File: src/rtl/wb_arbiter_pkg.sv
// Shared types and helpers for the round-robin Wishbone arbiter.
// Latency: n/a (types and elaboration-time helpers only).
// Backpressure: n/a.
//
// Contents:
//   wb_arb_state_e : arbiter FSM states. ABORT is reachable only when
//                    WB_ARBITER_TIMEOUT_EN is defined.
//   idx_width()    : width of a requester index. It never returns less than
//                    1, so a 2-requester build still has a real index bit.
package wb_arbiter_pkg;

    typedef enum logic [1:0] {
        IDLE  = 2'd0,
        GRANT = 2'd1,
        ABORT = 2'd2
    } wb_arb_state_e;

    function automatic int unsigned idx_width(input int unsigned n);
        return (n > 1) ? $clog2(n) : 1;
    endfunction

endpackage

File: src/rtl/wb_rr_picker.sv
// Round-robin request picker, purely combinational.
// Latency: 0 cycles (same-cycle result).
// Backpressure: none; the caller decides when to accept idx.
//
// Ports:
//   req   [N]   : request vector, one bit per requester
//   last  [IW]  : index of the previous winner; the search starts at last+1
//   valid       : at least one request is active
//   idx   [IW]  : first active requester at last+1, last+2, ... mod N
module wb_rr_picker
    import wb_arbiter_pkg::*;
#(
    parameter int N  = 4,
    parameter int IW = idx_width(N)
) (
    input  logic [N-1:0]  req,
    input  logic [IW-1:0] last,
    output logic          valid,
    output logic [IW-1:0] idx
);

    logic [IW-1:0] cand;

    // Scan offsets from farthest to nearest. Later matches overwrite earlier
    // ones, so the final result is the requester closest after 'last'.
    always_comb begin
        valid = 1'b0;
        idx   = '0;
        cand  = '0;
        for (int k = N; k >= 1; k--) begin
            cand = IW'((int'(last) + k) % N);
            if (req[cand]) begin
                valid = 1'b1;
                idx   = cand;
            end
        end
    end

endmodule

File: src/rtl/wb_arbiter_rr.sv
// Round-robin arbiter sharing one Wishbone master port among N_MASTERS requesters.
// Latency: 1 clk from a requester's CYC to the downstream CYC. The grant is
//          held for the whole CYC, with one IDLE cycle between owners.
// Backpressure: non-owners wait with ACK/ERR/DAT_R held at 0. The owner's
//               stalls come straight from the downstream ACK.
//
// Optional feature, enabled by defining WB_ARBITER_TIMEOUT_EN:
//   A stall watchdog. After TIMEOUT_CYCLES consecutive stalled cycles the
//   owner receives a one-cycle ERR. The arbiter then holds in ABORT until
//   the owner drops CYC. Without the macro, TIMEOUT_CYCLES has no effect.
//
// Ports (each m_* vector holds one element per requester, index = requester number):
//   clk, rstn                                 : clock; asynchronous, active-low reset
//   m_adr/m_cti/m_bte/m_dat_w/m_sel/m_we      : requester request fields (in)
//   m_cyc/m_stb                               : requester cycle and strobe (in)
//   m_dat_r/m_ack/m_err                       : responses to requesters (out)
//   s_adr/s_cti/s_bte/s_dat_w/s_sel/s_we      : downstream request fields (out)
//   s_cyc/s_stb                               : downstream cycle and strobe (out)
//   s_dat_r/s_ack/s_err                       : downstream responses (in)
//   gnt                                       : one-hot current owner; all-zero when idle
module wb_arbiter_rr
    import wb_arbiter_pkg::*;
#(
    parameter int WB_ADDR_WIDTH  = 32,
    parameter int WB_DATA_WIDTH  = 32,
    parameter int N_MASTERS      = 4,
    parameter int TIMEOUT_CYCLES = 256
) (
    input  logic                                         clk,
    input  logic                                         rstn,
    // requester ports
    input  logic [N_MASTERS-1:0][WB_ADDR_WIDTH-1:0]      m_adr,
    input  logic [N_MASTERS-1:0][2:0]                    m_cti,
    input  logic [N_MASTERS-1:0][1:0]                    m_bte,
    input  logic [N_MASTERS-1:0][WB_DATA_WIDTH-1:0]      m_dat_w,
    output logic [N_MASTERS-1:0][WB_DATA_WIDTH-1:0]      m_dat_r,
    input  logic [N_MASTERS-1:0]                         m_cyc,
    output logic [N_MASTERS-1:0]                         m_err,
    input  logic [N_MASTERS-1:0][WB_DATA_WIDTH/8-1:0]    m_sel,
    input  logic [N_MASTERS-1:0]                         m_stb,
    output logic [N_MASTERS-1:0]                         m_ack,
    input  logic [N_MASTERS-1:0]                         m_we,
    // shared downstream port
    output logic [WB_ADDR_WIDTH-1:0]                     s_adr,
    output logic [2:0]                                   s_cti,
    output logic [1:0]                                   s_bte,
    output logic [WB_DATA_WIDTH-1:0]                     s_dat_w,
    input  logic [WB_DATA_WIDTH-1:0]                     s_dat_r,
    output logic                                         s_cyc,
    input  logic                                         s_err,
    output logic [WB_DATA_WIDTH/8-1:0]                   s_sel,
    output logic                                         s_stb,
    input  logic                                         s_ack,
    output logic                                         s_we,
    // observe
    output logic [N_MASTERS-1:0]                         gnt
);

    localparam int IW = idx_width(N_MASTERS);

    if (N_MASTERS < 2 || N_MASTERS > 8 || TIMEOUT_CYCLES < 1) begin : g_bad_params
        $error("wb_arbiter_rr: N_MASTERS must be 2..8 and TIMEOUT_CYCLES >= 1");
    end

    wb_arb_state_e state;
    logic [IW-1:0] owner;      // binary copy of gnt, used to drive the muxes
    logic [IW-1:0] last_gnt;
    logic          pick_vld;
    logic [IW-1:0] pick_idx;
    logic          in_grant;
    logic          timeout_hit;

    assign in_grant = (state == GRANT);

    wb_rr_picker #(
        .N  (N_MASTERS),
        .IW (IW)
    ) u_picker (
        .req   (m_cyc),
        .last  (last_gnt),
        .valid (pick_vld),
        .idx   (pick_idx)
    );

    // Request mux. It is gated only by the registered state, so when rstn
    // asserts, s_cyc/s_stb fall together with state without waiting for a
    // clock edge.
    always_comb begin
        s_adr   = '0;
        s_cti   = '0;
        s_bte   = '0;
        s_dat_w = '0;
        s_sel   = '0;
        s_we    = 1'b0;
        s_cyc   = 1'b0;
        s_stb   = 1'b0;
        if (in_grant) begin
            s_adr   = m_adr[owner];
            s_cti   = m_cti[owner];
            s_bte   = m_bte[owner];
            s_dat_w = m_dat_w[owner];
            s_sel   = m_sel[owner];
            s_we    = m_we[owner];
            s_cyc   = m_cyc[owner];
            s_stb   = m_stb[owner];
        end
    end

    // Response demux. The response is forwarded regardless of the owner's
    // CYC, so an ACK that arrives in the cycle the owner drops CYC still
    // reaches it.
    always_comb begin
        m_ack   = '0;
        m_err   = '0;
        m_dat_r = '0;
        if (in_grant) begin
            m_ack[owner]   = s_ack;
            m_err[owner]   = s_err | timeout_hit;
            m_dat_r[owner] = s_dat_r;
        end
    end

`ifdef WB_ARBITER_TIMEOUT_EN
    localparam int CW = $clog2(TIMEOUT_CYCLES + 1);

    logic [CW-1:0] tmo_cnt;
    logic          stalled;

    assign stalled = in_grant && s_stb && !s_ack && !s_err;

    // ERR is raised during the stalled cycle that brings the count to
    // TIMEOUT_CYCLES, not one cycle later.
    assign timeout_hit = stalled && (tmo_cnt == CW'(TIMEOUT_CYCLES - 1));

    always_ff @(posedge clk or negedge rstn) begin
        if (!rstn) begin
            tmo_cnt <= '0;
        end else if (!in_grant || s_ack || s_err) begin
            tmo_cnt <= '0;
        end else if (stalled) begin
            tmo_cnt <= tmo_cnt + CW'(1);
        end
    end
`else
    assign timeout_hit = 1'b0;
`endif

    // Arbitration FSM. gnt, owner and last_gnt are all registered here.
    always_ff @(posedge clk or negedge rstn) begin
        if (!rstn) begin
            state    <= IDLE;
            gnt      <= '0;
            owner    <= '0;
            last_gnt <= IW'(N_MASTERS - 1);
        end else begin
            case (state)
                IDLE: begin
                    if (pick_vld) begin
                        state <= GRANT;
                        owner <= pick_idx;
                        gnt   <= N_MASTERS'(1) << pick_idx;
                    end
                end
                GRANT: begin
                    if (!m_cyc[owner]) begin
                        state    <= IDLE;
                        gnt      <= '0;
                        last_gnt <= owner;
                    end
`ifdef WB_ARBITER_TIMEOUT_EN
                    else if (timeout_hit) begin
                        state <= ABORT;
                    end
`endif
                end
`ifdef WB_ARBITER_TIMEOUT_EN
                ABORT: begin
                    // The downstream port is already released. Wait for the
                    // owner to end its cycle so it cannot resume a transfer
                    // the slave no longer sees.
                    if (!m_cyc[owner]) begin
                        state    <= IDLE;
                        gnt      <= '0;
                        last_gnt <= owner;
                    end
                end
`endif
                default: begin
                    state <= IDLE;
                    gnt   <= '0;
                end
            endcase
        end
    end

endmodule

File: config.mk
export PLATFORM = sky130hd
export DESIGN_NAME = wb_arbiter_rr
export DESIGN_NICKNAME = d
export VERILOG_FILES = /design/src/rtl/wb_arbiter_pkg.sv /design/src/rtl/wb_rr_picker.sv /design/src/rtl/wb_arbiter_rr.sv
export SDC_FILE = /design/constraint.sdc
export NUM_CORES = 1
export LEC_CHECK = 0
export ABC_AREA = 1
export BUFFER_PORTS_ARGS = -buffer_cell sky130_fd_sc_hd__buf_2
export CAP_MARGIN = 20
export CORE_AREA = 2 2 219 221
export CTS_CLUSTER_SIZE = 28
export DETAILED_ROUTE_END_ITERATION = 16
export DIE_AREA = 0 0 221 223
export PLACE_DENSITY = 0.42
export RECOVER_POWER = 25
export SYNTH_ARGS = -nofsm -noshare
export SYNTH_HDL_FRONTEND = slang
export SYNTH_SLANG_ARGS = --single-unit
File: constraint.sdc
create_clock -name clk -period 1.65 [get_ports clk]
set_input_delay 0.33 -clock clk [delete_from_list [all_inputs] [get_ports clk]]
set_output_delay 0.33 -clock clk [all_outputs]
set_load 0.01 [all_outputs]
# Yosys cells after proc, flatten, opt, wreduce, memory -nomap -nowiden
# Cells that the tools add are included.
# classes
bitwise	4
shift	1
n_eq_ne	3
order_cmp	6
n_reduce_logical	5
add_sub_neg	4
muxes	53
# op_table
operator	count
32-bit 2-to-1 mux	5
128-bit AND	1
32-bit binary-select mux with 2-bit select	2
128-bit 2-to-1 mux	1
32-bit demux with 2-bit select	1
4-bit 2-to-1 mux	6
2-bit 2-to-1 mux	8
2-bit by 3-bit < comparator with 1-bit output (second input constant)	5
1-bit 2-to-1 mux	15
1-bit binary-select mux with 2-bit select	7
4-bit AND	2
4-bit binary-select mux with 2-bit select	1
4-bit one-hot mux with 2 select lines	1
3-bit binary-select mux with 2-bit select	1
3-bit 2-to-1 mux	2
2-bit AND reduction	3
2-bit by 1-bit adder with 2-bit output (second input constant)	2
2-bit adder (second input constant)	2
2-bit binary-select mux with 2-bit select	1
2-bit != test (second input constant)	2
2-bit one-hot mux with 2 select lines	1
1-bit by 2-bit << shifter with 4-bit output (first input constant)	1
1-bit demux with 2-bit select	1
2-bit by 1-bit == test with 1-bit output (second input constant)	1
other kinds (4)	4
# word_totals
regBits	10
input_bits	340
elab_cells	80
out_inout_bits	216

# Depth between registers and ports, before layout
# depth
depth_word	10
mapped_depth	11
depth_no_buf	11

# Modules after synthesis
# Synthesis repeated with hierarchy kept, for this count alone.
# hier_totals
hier_cells	790
area_unflattened_um2	3801.1
# by_module_without_submodules
mod	instances	area_per_inst_um2	cells_each	seq_area_each_um2
wb_arbiter_rr	1	3554.7	739	227.7
wb_rr_picker	1	246.5	51	0.0

# Least setup slack after synthesis
# Ideal clock, no wire load.
# synth_timing
path_kind	register to output
from	register, netlist name last_gnt[0]
to	output s_cyc
stages_incl_launch_ff	8
slack_ns	-0.059
t_arrival_ns	1.379
required_ns	1.320
cell_sequence	dfstp_2 buf_4 nand2_1 nand2_1 nand2_1 o21ai_2 nand2_1 nor2_1
# synth_lines
item	line_no	rtl
end, declared	wb_arbiter_rr.sv:49	output logic s_cyc,

# Worst setup path in the final report
# layout_timing
from	register owner[0]
to	output s_dat_w[0]
# layout_via
elab_chain_len	3
# layout_lines
item	line_no	rtl
start, declared	wb_arbiter_rr.sv:66	logic [IW-1:0] owner;
start signal, assigned	wb_arbiter_rr.sv:160	owner <= pick_idx;
32-bit binary-select mux with 2-bit select	wb_arbiter_rr.sv:101	s_dat_w = m_dat_w[owner];
32-bit 2-to-1 mux (not written as such)	wb_arbiter_rr.sv:101	
32-bit 2-to-1 mux	wb_arbiter_rr.sv:97	if (in_grant) begin
end, declared	wb_arbiter_rr.sv:47	output logic [WB_DATA_WIDTH-1:0] s_dat_w,
# Every way passes these cells. The select of a mux whose other input is x is not followed.

==> flow_metrics.tcl <==
set metrics [dict create \
    nets 1564 \
    setup_ws_ns -0.380 \
    arrival_ns 1.70 \
    finClkSkew_ns 0.00478 \
    port_buffers 555 \
    dr.pass1.iters 5 \
    drive_above_1_share_pct 61.2 \
    hold_violations 0 \
    cts_tree "built" \
    htree_levels 1 \
    row_count 80 \
    clock_latency_ns 0.24 \
    wl_met1_um 12700 \
    num_vias 6890 \
    synth_edf_count 0 \
    grt_max_degree 35 \
    first_global_vias 6219 \
    wl_met3_um 1650 \
    end_kind "output port" \
    ys_seq_elements 9 \
    min_period_ns 2.03 \
    nFillCells 5466 \
    area_growth_pct 168 \
    multi_input_area_um2 3060 \
    core_region_area_um2 47100 \
    regArea_um2 231 \
    grt_antenna_before_repair 3 \
    worstPathRequired_ns 1.32 \
    placed_cell_area_um2 7200 \
    slew_headroom_pct 60.3 \
    avgSynthCellArea_um2 5.04 \
    min_path_type "reg -> reg" \
    yosys_most_used_dff "dfrtp_1" \
    synth_seq_area_share_pct 7.18 \
    pin_count 556 \
    numCtsBuffers 3 \
    grt_usage_pct 10.1 \
    drt_wl_total_um 29500 \
    route.met2.wl_um 15000 \
    synth.distinct_cells 24 \
    ys_warn_count 0 \
    place_ws_ns -0.250 \
    layout.cells.non_filler 1840 \
    die_area_um2 49300 \
    power.density_nw_per_um2 1760 \
    path_class "reg -> out" \
    placed_cells 1806 \
    setup_viol 218 \
    slew_viol_final 0 \
    yosysMostFrequentCell "nand2_1" \
    cts_root_buf "clkbuf_16" \
    crit_path_start_kind "flip-flop" \
    crit_fanout 11 \
    antenna_left 0 \
    synth_area_leaders "nand2_1 (28%), a22oi_1 (18%), nor2_1 (16%)" \
    via_per_inst 3.74 \
    first_iter_violations 489 \
    yosysTopAreaCell "nand2_1" \
    path_clk_slew_ns 0.04 \
    synthTopCellsByCount "nand2_1 (238), nor2_1 (139), a22oi_1 (76)" \
    final_cell_area_um2 8490 \
    grt_setup_unrepaired "true" \
    timing.max_cap.violations 0 \
    place.gp.congestion 0.937 \
    cts.sinks 9 \
    synth_fp_nets 970 \
    period_share_pct 123 \
    status "finished with violations" \
    synth_top_area_share_pct 28.2 \
    violations "setup timing" \
    tightest_slew_ns 0.596 \
    leakage_nw 4.32 \
    die_y_um 223 \
    die_w_um 221 \
    async_reset_ff_share_pct 100 \
    dp_hpwl_um 23100 \
    cts_buffer_depth 2 \
    grt_overflow 0 \
    grt_pass1_wl_um 39200 \
    initial_core_util_pct 6.73 \
    max_freq_ghz 0.492 \
    routedWlPerCell_um 16.1 \
    peakVddDrop_mv 0.828 \
    r2r_setup_slack_ns -0.13 \
    route.detailed.drc 0 \
    netlist_instances 630 \
    syn-cell-area_um2 3170 \
    highest_layer "met5" \
]
## cells in the final DEF (no fill, tap or decap), types with 3 or more instances in the layout
master / netlist / final
a31oi_1: 75 / 69
nand3_1: 4 / 3
a31oi_2: 0 / 3
inv_1: 8 / 7
clkbuf_16: 0 / 10
buf_4: 18 / 37
nand2_2: 1 / 15
inv_2: 7 / 5
a31oi_4: 0 / 3
buf_8: 0 / 4
nor2_4: 2 / 33
o21ai_0: 5 / 5
a21oi_1: 3 / 3
a22oi_2: 0 / 12
dfrtp_1: 7 / 4
nor2_1: 139 / 95
nand2_1: 238 / 218
nand2_4: 0 / 6
nor2_2: 1 / 14
buf_6: 1 / 43
buf_2: 15 / 522
buf_12: 0 / 30
a22oi_1: 76 / 64
dfrtp_2: 0 / 3
## cells by family after synthesis
logic type,after synthesis,share of synthesized area (%)
and+or+nand+nor,387,46.8
DFF,9,7.18
buffers and inverters,73,11.6
AOI/OAI and AO/OA,161,34.5
## layout make-up
cell class                      instances  share of cell area [%]
Antenna cell                            2                  0.0590
Clock buffer                            4                   0.929
Inverter                               16                    1.11
Multi-Input combinational cell        548                    36.0
Sequential cell                         9                    2.73
Tap cell                              615                    9.06
Timing Repair Buffer                  646                    50.1
## path summary, 6_finish.rpt
check | start | cells after the start | to
worst max-delay path | owner[0]$_DFFE_PN0P_ | 7 | s_dat_w[0]
worst min register to register | gnt[1]$_DFFE_PN0P_ | 2 | gnt[1]$_DFFE_PN0P_
max in group asynchronous | rstn | 2 | state[0]$_DFFE_PN0P_
min in group asynchronous | rstn | 2 | owner[1]$_DFFE_PN0P_
worst max register to register | last_gnt[0]$_DFFE_PN1P_ | 11 | gnt[2]$_DFFE_PN0P_
worst min-delay path | gnt[1]$_DFFE_PN0P_ | 2 | gnt[1]$_DFFE_PN0P_
## critical path, cell delays in order (launching register included)
cell and delay (ns):
dfrtp_2 0.45, inv_2 0.07, nor2_4 0.16, buf_12 0.18
buf_4 0.17, a22oi_1 0.08, a31oi_1 0.18, buf_2 0.17
## power by group
group | internal, W | leakage (nW) | switching, W
clock | 0.000324 | 0.0382 | 0.000111
sequential | 0.000346 | 0.106 | 0.000151
combinational | 0.00623 | 4.18 | 0.00780
total | 0.00690 | 4.32 | 0.00806
## state kept, by name (all words and copies together) (netlist names)
signal / count
state: 1
gnt: 4
last_gnt: 2
owner: 2
## metrics by stage
| stage | hold WS (ns) | setup TNS [ns] | util, % | power, W |
|---|---|---|---|---|
| 5_1_grt | 0.512 | -70.83 | 18.0 | 0.0160 |
| 3_3_place_gp | 0.206 | -19.52 | 15.3 | 0.0118 |
| 3_5_place_dp | 0.205 | -23.61 | 15.3 | 0.0118 |
| 6_report | 0.475 | -51.26 | 18.0 | 0.0150 |
| 2_1_floorplan | 0.0344 | -0.0234 | - | 0.00623 |
| 4_1_cts | 0.484 | -47.63 | 15.9 | 0.0128 |
## what timing repair did
item | in CTS | in global routing
pin swaps | 3 | 14
gates cloned | 1 | 9
resized for setup | 40 | 155
buffers inserted | 4 | 14
endpoints found under the setup margin | 218 | 219
hold endpoints to repair | 7 | 0
hold buffers | 1 | 0
## metal layers
| metal | global-route usage, % | vias up |
|---|---|---|
| li1 | - | 3350 |
| met1 | 14.1 | 3214 |
| met2 | 17.2 | 310 |
| met3 | 1.34 | 14 |
| met4 | 0.628 | 2 |
| met5 | 0 | - |
Power figures use the tool's default switching activity.
